===== config.mk =====
export PLATFORM = sky130hd
export DESIGN_NAME = latch_capture_fifo
export DESIGN_NICKNAME = d
export VERILOG_FILES = /design/src/rtl/latch_capture_fifo.sv
export SDC_FILE = /design/constraint.sdc
export NUM_CORES = 1
export LEC_CHECK = 0
export CORE_AREA = 3 3 74 76
export CTS_CLUSTER_DIAMETER = 150
export DETAILED_ROUTE_END_ITERATION = 12
export DIE_AREA = 0 0 77 79
export PLACE_DENSITY = 0.84
export SLEW_MARGIN = 40
export SYNTH_ARGS = -nofsm -noshare
export SYNTH_HDL_FRONTEND = slang
export SYNTH_SLANG_ARGS = --single-unit

===== constraint.sdc =====
create_clock -name clk -period 3.82 [get_ports clk]
set_clock_uncertainty 0.1 [all_clocks]
set_input_delay 0.955 -clock clk [delete_from_list [all_inputs] [get_ports clk]]
set_output_delay 0.955 -clock clk [all_outputs]
set_load 0.01 [all_outputs]

===== src/rtl/latch_capture_fifo.sv =====
// latch_capture_fifo
// Captures an asynchronous data bus D on each falling edge of an asynchronous
// latch enable LE. LE passes through a synchroniser and an edge detector. The
// D word is delayed by the same number of stages as LE, so each word lines up
// with its edge. Captured words are queued in a small FIFO for a consumer.
//
// Optional feature: define LATCH_CAPTURE_OVERRUN_COUNT_EN to add the 8-bit
// saturating overrun_cnt output, which counts dropped captures.

module latch_capture_fifo #(
  parameter int WIDTH       = 8,
  parameter int DEPTH       = 4,
  parameter int SYNC_STAGES = 2
) (
  input  logic                       clk,
  input  logic                       reset,
  input  logic [WIDTH-1:0]           D,
  input  logic                       LE,
  input  logic                       pop,
  output logic [WIDTH-1:0]           Q,
  output logic                       valid,
  output logic                       full,
  output logic [$clog2(DEPTH):0]     count,
  output logic                       overrun
`ifdef LATCH_CAPTURE_OVERRUN_COUNT_EN
  ,
  output logic [7:0]                 overrun_cnt
`endif
);

  localparam int PW = $clog2(DEPTH);
  localparam int CW = PW + 1;
  localparam logic [CW-1:0] FULL_COUNT = CW'(DEPTH);

  logic [SYNC_STAGES-1:0] r_le_sync;
  logic                   r_le_hist;
  logic [WIDTH-1:0]       r_d_pipe [SYNC_STAGES+1];
  logic                   r_rst_d;
  logic                   r_push;

  logic [WIDTH-1:0]       r_mem [DEPTH];
  logic [PW-1:0]          r_wr_ptr;
  logic [PW-1:0]          r_rd_ptr;
  logic [CW-1:0]          r_count;
  logic                   r_overrun;

  logic                   w_fall;
  logic                   w_valid;
  logic                   w_full;
  logic                   w_pop;
  logic                   w_wr;
  logic                   w_drop;

  // A falling edge is seen when the history flop is still 1 and the last
  // synchroniser stage has already gone to 0.
  assign w_fall  = r_le_hist & ~r_le_sync[SYNC_STAGES-1];
  assign w_valid = (r_count != '0);
  assign w_full  = (r_count == FULL_COUNT);
  assign w_pop   = pop & w_valid;
  // A pop in the same cycle frees a slot, so a push into a full FIFO still lands.
  assign w_wr    = r_push & (~w_full | w_pop);
  assign w_drop  = r_push & w_full & ~w_pop;

  // Synchronise LE, delay D to match it, and register the one-cycle push strobe.
  // NOTE: all state is updated with non-blocking assignments. Each flop in the
  // shift chains then samples its neighbour's value from before the edge.
  always_ff @(posedge clk) begin
    if (reset) begin
      r_le_sync <= '0;
      r_le_hist <= 1'b0;
      r_rst_d   <= 1'b1;
      r_push    <= 1'b0;
      for (int i = 0; i <= SYNC_STAGES; i++) r_d_pipe[i] <= '0;
    end else begin
      r_le_sync   <= {r_le_sync[SYNC_STAGES-2:0], LE};
      r_le_hist   <= r_le_sync[SYNC_STAGES-1];
      r_rst_d     <= 1'b0;
      r_push      <= w_fall & ~r_rst_d;
      r_d_pipe[0] <= D;
      for (int i = 1; i <= SYNC_STAGES; i++) r_d_pipe[i] <= r_d_pipe[i-1];
    end
  end

  // Storage array: written at the tail on an accepted push.
  // NOTE: the array has no reset. Its contents are only visible through Q
  // when count is non-zero, and reset clears count.
  always_ff @(posedge clk) begin
    if (!reset && w_wr) r_mem[r_wr_ptr] <= r_d_pipe[SYNC_STAGES];
  end

  // Pointers, occupancy count and sticky overrun flag.
  always_ff @(posedge clk) begin
    if (reset) begin
      r_wr_ptr  <= '0;
      r_rd_ptr  <= '0;
      r_count   <= '0;
      r_overrun <= 1'b0;
    end else begin
      if (w_wr)  r_wr_ptr <= r_wr_ptr + 1'b1;
      if (w_pop) r_rd_ptr <= r_rd_ptr + 1'b1;
      case ({w_wr, w_pop})
        2'b10:   r_count <= r_count + 1'b1;
        2'b01:   r_count <= r_count - 1'b1;
        default: r_count <= r_count;
      endcase
      if (w_drop) r_overrun <= 1'b1;
    end
  end

`ifdef LATCH_CAPTURE_OVERRUN_COUNT_EN
  logic [7:0] r_overrun_cnt;

  // Saturating count of dropped captures.
  always_ff @(posedge clk) begin
    if (reset) begin
      r_overrun_cnt <= '0;
    end else if (w_drop && r_overrun_cnt != 8'hFF) begin
      r_overrun_cnt <= r_overrun_cnt + 1'b1;
    end
  end

  assign overrun_cnt = r_overrun_cnt;
`endif

  assign Q       = w_valid ? r_mem[r_rd_ptr] : '0;
  assign valid   = w_valid;
  assign full    = w_full;
  assign count   = r_count;
  assign overrun = r_overrun;

endmodule


==> summary.md <==
| Metric | Value |
|---|---|
| Outcome | finished, final reports clean |
| Clock tree root driver cell | sky130_fd_sc_hd__clkbuf_8 |
| Final Max Slew Viols | 0 |
| RSZ-0062 raised after global routing | false |
| Top_reg_cell synth | sky130_fd_sc_hd__dfxtp_1 |
| Antenna violations before repair | 0 |
| Min-Delay Path Class | register to register |
| Total routed wirelength | 3500 um |
| Number of enable flip-flop cells after synthesis | 32 |
| Post-synthesis area per instance | 14.3 um2 |
| Total number of H-tree levels | 3 |
| Cell depth of the worst flop-to-flop path | 6 |
| Share of synthesized area occupied by flip-flops and latches | 67.9% |
| Number of global-route vias before repair | around 1300 |
| Height of the chip | 79 um |
| Worst rel slew slack | 62.6% |
| Cell variety after synth | 32 |
| Number of top-level pins | 26 |
| Largest net degree at the start of global routing | 39 |
| Clock transition at path regs | 0.07 ns |
| Number of nets in the layout | 224 |
| Number of violations reported at the end of detailed-routing iteration 0 | 113 |
| Final setup viols | 0 |
| Most frequent cells in the layout | sky130_fd_sc_hd__dfxtp_1, sky130_fd_sc_hd__edfxtp_1, sky130_fd_sc_hd__nor2b_1 |
| Routed Antenna Nets | 0 |
| Post-CTS Setup Inserts | 0 |
| Worst R2R Setup Slack | 1.65 ns |
| Worst setup EP type | primary output |
| Synthesis Warnings | 0 |
| Routed wire length per instance | approximately 13 um |
| Fraction of layout cells with a size suffix above 1 | between 15 and 20% |
| Commonest non-fill, non-tap cell in the layout | sky130_fd_sc_hd__dfxtp_1 |
| Cts-stage hold buffer count | 0 |
| Initial cell density of the core | 53.6% |
| Data required time of the critical path | 2.76 ns |
| Post-synth ARST share | 0% |
| Gr ovfl total | 0 |
| Slew at the pin closest to its max-slew limit | 0.560 ns |
| Row Count | 25 |
| Syn Nets | roughly 200 |
| Post-detail-place hpwl | ~2300 um |
| Wire length of the first global-routing pass | roughly 5900 um |
| Area growth from synthesis to layout | 19.7% |
| Worst Setup Path Type | register to primary output |
| Final routed DRC violation total | 0 |
| Post-synth top area share | 37.5% |
| Number of synthesized register bits | 71 |
| TritonCTS clock tree | done |
| Minimum clock period after layout | 3.27 ns |
| Placeable core region | 4790 um2 |
| Cell area after synthesis | 2560 um2 |
| I/O Buffers | 25 |
| Total clock buffers created by CTS | 9 |
| Count of instances resized after the clock tree is built | 0 |
| Worst hold slack after final layout | just under 0.3 ns |
| Worst EP arrival | 2.22 ns |
| Clock latency on the worst-skew pair | around 0.33 ns |
| Worst slack, placed | 0.769 ns |
| First-pass DRT Iterations | 4 |
| Synthesized instance count | 179 |
| Total power divided by cell area | 470 nW/um2 |
| Clock Path Buffers | 2 |
| Number of stages on the worst hold path | 1 |
| Number of endpoints with negative hold slack in the final report | 0 |
| Critical Path Start Type | register |
| Post-route setup slack | 0.547 ns |
| Clock Sink Count | 71 |
| Final Cycle Share | between 80 and 90% |
| Number of max-cap violations | 0 |
| Overall global routing resource usage | 13.1% |
| Chip width | slightly below 80 um |
| Diode count | 0 |
| Maximum VDD drop | a little over 0.3 mV |
| Die footprint | 6080 um2 |
| Post-synthesis cell type with the largest combined area | sky130_fd_sc_hd__edfxtp_1 |
| Total vias in the final route | between 1000 and 1500 |
| Weighted congestion reported at the end of routability-driven placement | 0.732 |
| Accumulated negative setup slack | 0 ns |
| Power, Total | 1.44 mW |
| Leak pwr | 1.11 nW |
| Highest Clock Rate | 306 MHz |
| Routed via count divided by cell count | about 4.8 |
| Largest fanout of any net on the critical path | 8 |
| Top cells by area in the synthesized netlist | sky130_fd_sc_hd__edfxtp_1, sky130_fd_sc_hd__dfxtp_1, sky130_fd_sc_hd__mux4_2 |
-- power by group --
group / leakage, nW / internal, mW / switching (mW)
clock: 0.109 / 0.353 / 0.249
sequential: 0.639 / 0.802 / 0.00470
combinational: 0.364 / 0.0196 / 0.0135
-- per-layer routing --
| layer | wire, um | GRT usage (%) | part of all wire [%] |
|---|---|---|---|
| met5 | 0 | 0 | 0 |
| met4 | 87 | 8.54 | 2.5 |
| met3 | 166 | 3.74 | 4.7 |
| met2 | 1760 | 21.4 | 50 |
| met1 | 1490 | 15.0 | 42 |
-- path summary, 6_finish.rpt --
check / startpoint / end
max: register / Q[7]
min: r_rst_d / r_push
min reg2reg: r_rst_d / r_push
max reg2reg: count[2] / count[2]
-- state kept, by name (all words and copies together), names as in the netlist, named ones only --
register and count:
count 3, overrun 1, r_d_pipe 24, r_le_hist 1, r_le_sync 2, r_mem 32
r_push 1, r_rd_ptr 2, r_rst_d 1, r_wr_ptr 2
-- cell families after synthesis --
logic type	after synthesis	share of synthesized area (%)
flops	71	67.9
mux	9	7.42
simple gates	65	14.9
xor+xnor	5	1.71
fa+ha+maj	5	2.73
buf+inv	14	2.49
compound gates	10	2.78
-- synth_stat cells (2+ instances only) --
library cell / number
sky130_fd_sc_hd__xor2_1: 2
sky130_fd_sc_hd__nand2_1: 5
sky130_fd_sc_hd__buf_2: 3
sky130_fd_sc_hd__nor2b_1: 28
sky130_fd_sc_hd__dfxtp_1: 39
sky130_fd_sc_hd__o21ai_0: 2
sky130_fd_sc_hd__nor2_1: 10
sky130_fd_sc_hd__edfxtp_1: 32
sky130_fd_sc_hd__and2_1: 8
sky130_fd_sc_hd__and2_2: 4
sky130_fd_sc_hd__nand3_1: 3
sky130_fd_sc_hd__clkbuf_1: 4
sky130_fd_sc_hd__ha_1: 4
sky130_fd_sc_hd__xnor2_1: 3
sky130_fd_sc_hd__mux4_2: 8
sky130_fd_sc_hd__inv_1: 5
sky130_fd_sc_hd__a21oi_1: 3
sky130_fd_sc_hd__or3_2: 2
-- through the flow --
stage          util (%)  instances  area (um2)
2_1_floorplan         -        179        2560
3_3_place_gp       59.8        263        2860
3_5_place_dp       59.8        263        2860
5_1_grt            64.1        279        3070
4_1_cts            64.1        279        3070
6_report           64.1        279        3070
-- cell type report --
type | count | area [um2]
clock buffers | 13 | 169
well taps | 67 | 83.8
multi-input cells | 94 | 758
clock inverters | 3 | 40.0
fillers | 348 | 1720
repair buffers | 26 | 258
flip-flops and latches | 71 | 1740
inverters | 5 | 18.8
-- worst max-delay path, cell delays in order, from the launching register on --
cell and delay (ns):
sky130_fd_sc_hd__dfxtp_1 0.67, sky130_fd_sc_hd__mux4_2 0.56, sky130_fd_sc_hd__and2_1 0.17, sky130_fd_sc_hd__clkdlybuf4s50_1 0.48
(Power assumes the default switching activity.)
